**src/rtl/mem_arbiter.sv**
```systemverilog
// mem_arbiter -- two-master round-robin arbiter for one memory port, with watchdog | rev 1.0
`default_nettype none

module mem_arbiter #(
  parameter int TIMEOUT = 16
) (
  input  logic        clk,
  input  logic        reset,

  input  logic        m0_req,
  input  logic        m0_we,
  input  logic [31:0] m0_addr,
  input  logic [31:0] m0_wd,
  input  logic [1:0]  m0_wd_unit,
  input  logic [1:0]  m0_rd_unit,
  output logic        m0_done,
  output logic [31:0] m0_rd,
  output logic        m0_fault,

  input  logic        m1_req,
  input  logic        m1_we,
  input  logic [31:0] m1_addr,
  input  logic [31:0] m1_wd,
  input  logic [1:0]  m1_wd_unit,
  input  logic [1:0]  m1_rd_unit,
  output logic        m1_done,
  output logic [31:0] m1_rd,
  output logic        m1_fault,

  output logic        mem_re,
  output logic        mem_we,
  output logic [31:0] mem_addr,
  output logic [31:0] mem_wd,
  output logic [1:0]  mem_wd_unit,
  output logic [1:0]  mem_rd_unit,
  input  logic [31:0] mem_rd,
  input  logic        mem_ready,
  input  logic        access_fault,

  output logic        busy,
  output logic        owner
);

  localparam int CNT_W = (TIMEOUT > 2) ? $clog2(TIMEOUT) : 1;
  localparam logic [CNT_W-1:0] CNT_LAST = CNT_W'(TIMEOUT - 1);

  typedef enum logic [1:0] {
    IDLE = 2'd0,
    BUSY = 2'd1,
    DONE = 2'd2
  } state_t;

  state_t           state;
  logic             prio;
  logic [CNT_W-1:0] count;

  logic        req_any;
  logic        grant;
  logic        win_we;
  logic [31:0] win_addr;
  logic [31:0] win_wd;
  logic [1:0]  win_wd_unit;
  logic [1:0]  win_rd_unit;
  logic [31:0] rd_next;

  // A lone requester wins outright; a tie goes to the master named by prio.
  always_comb begin
    req_any     = m0_req | m1_req;
    grant       = (m0_req & m1_req) ? prio : m1_req;
    win_we      = grant ? m1_we      : m0_we;
    win_addr    = grant ? m1_addr    : m0_addr;
    win_wd      = grant ? m1_wd      : m0_wd;
    win_wd_unit = grant ? m1_wd_unit : m0_wd_unit;
    win_rd_unit = grant ? m1_rd_unit : m0_rd_unit;
    rd_next     = mem_re ? mem_rd : 32'h0;
  end

  always_ff @(posedge clk) begin
    if (reset) begin
      state       <= IDLE;
      prio        <= 1'b0;
      owner       <= 1'b0;
      busy        <= 1'b0;
      count       <= '0;
      mem_re      <= 1'b0;
      mem_we      <= 1'b0;
      mem_addr    <= 32'h0;
      mem_wd      <= 32'h0;
      mem_wd_unit <= 2'b00;
      mem_rd_unit <= 2'b00;
      m0_done     <= 1'b0;
      m0_rd       <= 32'h0;
      m0_fault    <= 1'b0;
      m1_done     <= 1'b0;
      m1_rd       <= 32'h0;
      m1_fault    <= 1'b0;
    end else begin
      case (state)
        IDLE: begin
          if (req_any) begin
            owner       <= grant;
            prio        <= ~grant;
            count       <= '0;
            busy        <= 1'b1;
            mem_re      <= ~win_we;
            mem_we      <= win_we;
            mem_addr    <= win_addr;
            mem_wd      <= win_wd;
            mem_wd_unit <= win_wd_unit;
            mem_rd_unit <= win_rd_unit;
            state       <= BUSY;
          end
        end

        BUSY: begin
          if (mem_ready) begin
            mem_re <= 1'b0;
            mem_we <= 1'b0;
            if (owner) begin
              m1_done  <= 1'b1;
              m1_rd    <= rd_next;
              m1_fault <= access_fault;
            end else begin
              m0_done  <= 1'b1;
              m0_rd    <= rd_next;
              m0_fault <= access_fault;
            end
            state <= DONE;
          end else if (count == CNT_LAST) begin
            // Watchdog expiry: complete the hung access as a fault with no data.
            mem_re <= 1'b0;
            mem_we <= 1'b0;
            if (owner) begin
              m1_done  <= 1'b1;
              m1_rd    <= 32'h0;
              m1_fault <= 1'b1;
            end else begin
              m0_done  <= 1'b1;
              m0_rd    <= 32'h0;
              m0_fault <= 1'b1;
            end
            state <= DONE;
          end else begin
            count <= count + CNT_W'(1);
          end
        end

        DONE: begin
          m0_done  <= 1'b0;
          m0_rd    <= 32'h0;
          m0_fault <= 1'b0;
          m1_done  <= 1'b0;
          m1_rd    <= 32'h0;
          m1_fault <= 1'b0;
          busy     <= 1'b0;
          state    <= IDLE;
        end

        default: begin
          state <= IDLE;
        end
      endcase
    end
  end

endmodule

`default_nettype wire

```
**config.mk**
```make
export PLATFORM = sky130hd
export DESIGN_NAME = mem_arbiter
export DESIGN_NICKNAME = d
export VERILOG_FILES = /design/src/rtl/mem_arbiter.sv
export SDC_FILE = /design/constraint.sdc
export NUM_CORES = 1
export LEC_CHECK = 0
export ABC_AREA = 1
export BUFFER_PORTS_ARGS = -buffer_cell sky130_fd_sc_hd__buf_2
export CAP_MARGIN = 20
export CORE_MARGIN = 2
export CORE_UTILIZATION = 45
export CTS_BUF_LIST = sky130_fd_sc_hd__clkbuf_4
export CTS_CLUSTER_DIAMETER = 40
export CTS_CLUSTER_SIZE = 20
export DETAILED_ROUTE_END_ITERATION = 8
export PLACE_DENSITY_LB_ADDON = 0.08
export SYNTH_ARGS = -nofsm -noshare
export SYNTH_HDL_FRONTEND = slang
export SYNTH_SLANG_ARGS = --single-unit
```
**constraint.sdc**
```tcl
create_clock -name clk -period 2.1 [get_ports clk]
set_clock_uncertainty 0.1 [all_clocks]
set_input_delay 0 -clock clk [delete_from_list [all_inputs] [get_ports clk]]
set_output_delay 0 -clock clk [all_outputs]
set_load 0.01 [all_outputs]
```
==> impl_summary.log <==
[metrics] placer's final routability congestion estimate: 0.838
[metrics] post-detailed-route DRC marker count: 0
[metrics] fraction of synthesized area in multiplexers: 0%
[metrics] remaining global-route overflow: 0
[metrics] max-cap violations: 0
[metrics] Post-Syn Nets: 1185
[metrics] fmax: just over 500 MHz
[metrics] worst hold path startpoint: m0_addr[14]
[metrics] placeable core region: approximately 0.014 mm²
[metrics] number of endpoints failing setup at the final stage: 0
[metrics] worst slew pin tran: 705 ps
[metrics] crit path launch: state[1]
[metrics] NetSw: 0.00382 W
[metrics] number of antenna violations at the first check in global routing: 1
[metrics] sort of element at the start of the critical path: register
[metrics] EDFF count, synth: 0
[metrics] synth unique cells: 24
[metrics] Switching Share: 39.3%
[metrics] combinational fraction of design power: 42.8%
[metrics] violation count after the first detailed-route iteration: 508
[metrics] cells along the critical path: inv_2, ha_4, o21ai_4, nand2_1, dlygate4sd3_1, a21oi_1, nor2_1
[metrics] register clock-pin slew on the reported worst setup and hold paths: 130 ps
[metrics] metal2 WL: ~11 mm
[metrics] post-synthesis cell count: 1002
[metrics] number of instances in the placed design: 1458
[metrics] detailed-placement wirelength estimate: 13.5 mm
[metrics] number of slew-limit violations in the final report: 0
[metrics] maximum vdd drop: 0.000455 V
[metrics] clock insertion delay at the later pin of the skew report: 550 ps
[metrics] class of the worst hold path: primary input to register
[metrics] count of placed standard cells in the final layout, fillers left out: around 1700
[metrics] internal power component: 0.00591 W
[metrics] result of the run: completed
[metrics] sequential share of power: 39.4%
[metrics] Detail Route met3 WL: ~1.8 mm
[metrics] IO Count: 316
[metrics] initial cell density of the core: 45.6%
[metrics] vias in the first global route: 7901
[metrics] crit path kind: register to register
[metrics] Core Rows: 44
[metrics] setup repair after global routing missed its margin: no
[metrics] width of the die: about 120 µm
[metrics] cell area power density: between 900 and 1000 mW/mm²
[metrics] complex-gate fraction of the synthesized area: between 10% and 20%
[metrics] Worst slew margin: 53.0%
[metrics] maximum number of pins on one net before global-route repair: 63
[metrics] most instantiated flip-flop cell in the synthesis netlist: sky130_fd_sc_hd__dfxtp_1
[metrics] post-layout min period: between 1500 and 2000 ps
[metrics] top cells by area, synth: sky130_fd_sc_hd__dfxtp_1 (45%), sky130_fd_sc_hd__nand2_1 (21%), sky130_fd_sc_hd__nor2_1 (9.7%)
[metrics] post-synthesis area per instance: 6.57 µm²
[metrics] length of the first detailed-routing pass in iterations: 5
[metrics] most numerous cell in the Yosys netlist: sky130_fd_sc_hd__nand2_1
[metrics] # clock sinks: between 100 and 150
[metrics] post-synthesis share of cell area spent on and, or, nand and nor gates: 33.2%
[metrics] synthesis-to-finish area growth: 59.8%
[metrics] via count: 8132
[metrics] cell types with the highest counts after synthesis: sky130_fd_sc_hd__nand2_1 (372), sky130_fd_sc_hd__nor2_1 (170), sky130_fd_sc_hd__dfxtp_1 (147)
[metrics] Post-layout nets: 1667
[metrics] share of the yosys chip area belonging to registers: 44.7%
[metrics] maximum fanout encountered on the critical timing path: 5
[metrics] synthesized-area fraction occupied by xor and xnor cells: 0%
[metrics] overall die height: 125 µm
[metrics] share of Yosys cell area claimed by the top area cell type: 44.7%
[metrics] synthesized cell area: 0.00658 mm²
[metrics] post-route fraction of the period consumed by the critical path: 93.0%
[metrics] die area: 0.0156 mm²
[metrics] setup tns final: 0 ps
[metrics] number of register bits inferred by synthesis: approximately 150
[metrics] highest metal layer with signal wires: met4
[metrics] Post-Route WL: 23.0 mm
[metrics] Slowest cell on crit path: sky130_fd_sc_hd__dlygate4sd3_1
[metrics] Crit path required time: 2450 ps
[metrics] first-pass GRT wire length: 36.7 mm
[metrics] routed metal-1 wirelength: 9.14 mm
[metrics] cell chosen for the clock root: sky130_fd_sc_hd__clkbuf_4
[metrics] Fin. Hold Viols: 0
[metrics] Avg WL per Cell: 13.7 µm
[metrics] combined global-route utilization of all metal layers: 28.6%
[metrics] adder and majority cell fraction of the synthesized area: 1.33%
[metrics] TritonCTS clock tree: built
[metrics] footprint of the flip-flops and latches: 0.00294 mm²
[metrics] most area-hungry cell type in the Yosys netlist: sky130_fd_sc_hd__dfxtp_1
[metrics] leakage dissipation: approximately 5.5 nW
[metrics] number of warning messages in the yosys log: 0
[metrics] Clock Path Buffers: 2
[metrics] Buffers on Ports: 315
[metrics] largest family of logic cells by synthesized area: simple AND/OR/NAND/NOR gates
[metrics] portion of total power attributed to the clock network: 17.8%
[metrics] count of fill cells added during filler insertion: 1160
[metrics] largest stage delay on the critical path: 620 ps
[metrics] CTS buffer count: 17
[metrics] deepest level of the CTS H-tree: 4
[metrics] fraction of final layout cells with drive strength greater than 1: 25.6%
[metrics] crit path DAT: 2310 ps
[metrics] cell class contributing the biggest share of worst-path delay: buffers and inverters
[metrics] worst reg2reg startpoint: state[1]
[metrics] Antenna Violating Nets Remaining: 0
[metrics] number of vias per cell after detailed routing: between 4 and 5
[metrics] Buf+Inv Stages, Crit Path: 2
[metrics] element type at the critical path end: register
[metrics] area of the multi-input gates: 0.00305 mm²
[metrics] post-synthesis async set-or-reset flop share: 0%
==> routing by layer <==
| metal | GRT usage [%] | vias to the layer above |
|---|---|---|
| li1 | - | 4038 |
| met1 | 32.7 | 3589 |
| met2 | 48.6 | 403 |
| met3 | 7.43 | 102 |
| met4 | 16.3 | 0 |
| met5 | 0 | - |
==> sequential cells by signal, summed over array words and instances, names as in the netlist <==
signal / flops
m1_fault: 1
mem_addr: 32
m1_done: 1
count: 4
prio: 1
m0_done: 1
mem_re: 1
m1_rd: 32
owner: 1
state: 2
mem_rd_unit: 2
m0_rd: 32
mem_wd: 32
mem_we: 1
mem_wd_unit: 2
m0_fault: 1
busy: 1
==> final timing paths <==
| kind | slack, ps | endpoint | cells past startpoint |
|---|---|---|---|
| max | 150 | count[1] | 7 |
| min | 160 | mem_addr[14] | 6 |
| min reg2reg | 360 | busy | 2 |
| max reg2reg | 150 | count[1] | 7 |
==> tightest hold or removal path: cells and delay by family <==
| family | cells | cell delay (ps) |
|---|---|---|
| buffers and inverters | 3 | 660 |
| AND/OR/NAND/NOR | 3 | 130 |
==> area by class of cell <==
type | instances | area share (%)
repair buffers | 522 | 35.4
diodes | 1 | 0.0238
clock inverters | 15 | 1.34
well taps | 184 | 2.19
multi-input cells | 718 | 29.0
flip-flops and latches | 147 | 28.0
clock buffers | 17 | 1.21
inverters | 78 | 2.78
==> power groups by stage <==
stage	Clock (W)	Sequential (W)	Combinational, W
floorplan	0	0.00418	0.00206
finish	0.00173	0.00383	0.00417
CTS	0.00177	0.00382	0.00409
global route	0.00189	0.00392	0.00464
detailed placement	0	0.00389	0.00379
global placement	0	0.00387	0.00375
==> per-stage QoR <==
stage                     util, %  power [W]  worst slack [ps]  hold slack [ps]  cell area [µm²]
final                        72.9    0.00973               147              160            10500
after global placement       57.7    0.00762               310              186             8320
after CTS                    72.5    0.00968              22.8              113            10500
after detailed placement     57.7    0.00768               249              193             8320
after floorplan                 -    0.00624               466             90.9             6580
after global routing         72.9     0.0105              9.67              169            10500
==> placed cells by master (no fill, tap or decap), drive strengths merged <==
master,synthesis,routed
dlygate4sd3,0,187
clkbuf,25,17
o21ai,64,64
buf,34,335
diode,0,1
o21bai,1,1
inv,78,79
nand3,22,22
nand2,375,375
nand4,2,2
a21oi,74,74
bufinv,0,2
clkinv,0,9
ha,7,7
clkinvlp,0,3
dfxtp,147,147
nor2,170,170
o21a,3,3
==> what timing repair did <==
action / 4_1_cts / 5_1_grt
setup buffers: 0 / 4
setup endpoints to repair: 0 / 10
endpoints found under the hold margin: 147 / 0
hold buffers: 187 / 0
gates resized for setup: 0 / 7
==> cells by family (layout without fill, tap and decap cells) <==
logic type | after synthesis | after routing
AOI/OAI and AO/OA | 142 | 142
other | 0 | 1
and+or+nand+nor | 569 | 569
DFF | 147 | 147
adders and majority gates | 7 | 7
buffers and inverters | 137 | 632
No activity file was read; power rests on OpenSTA's default activity.
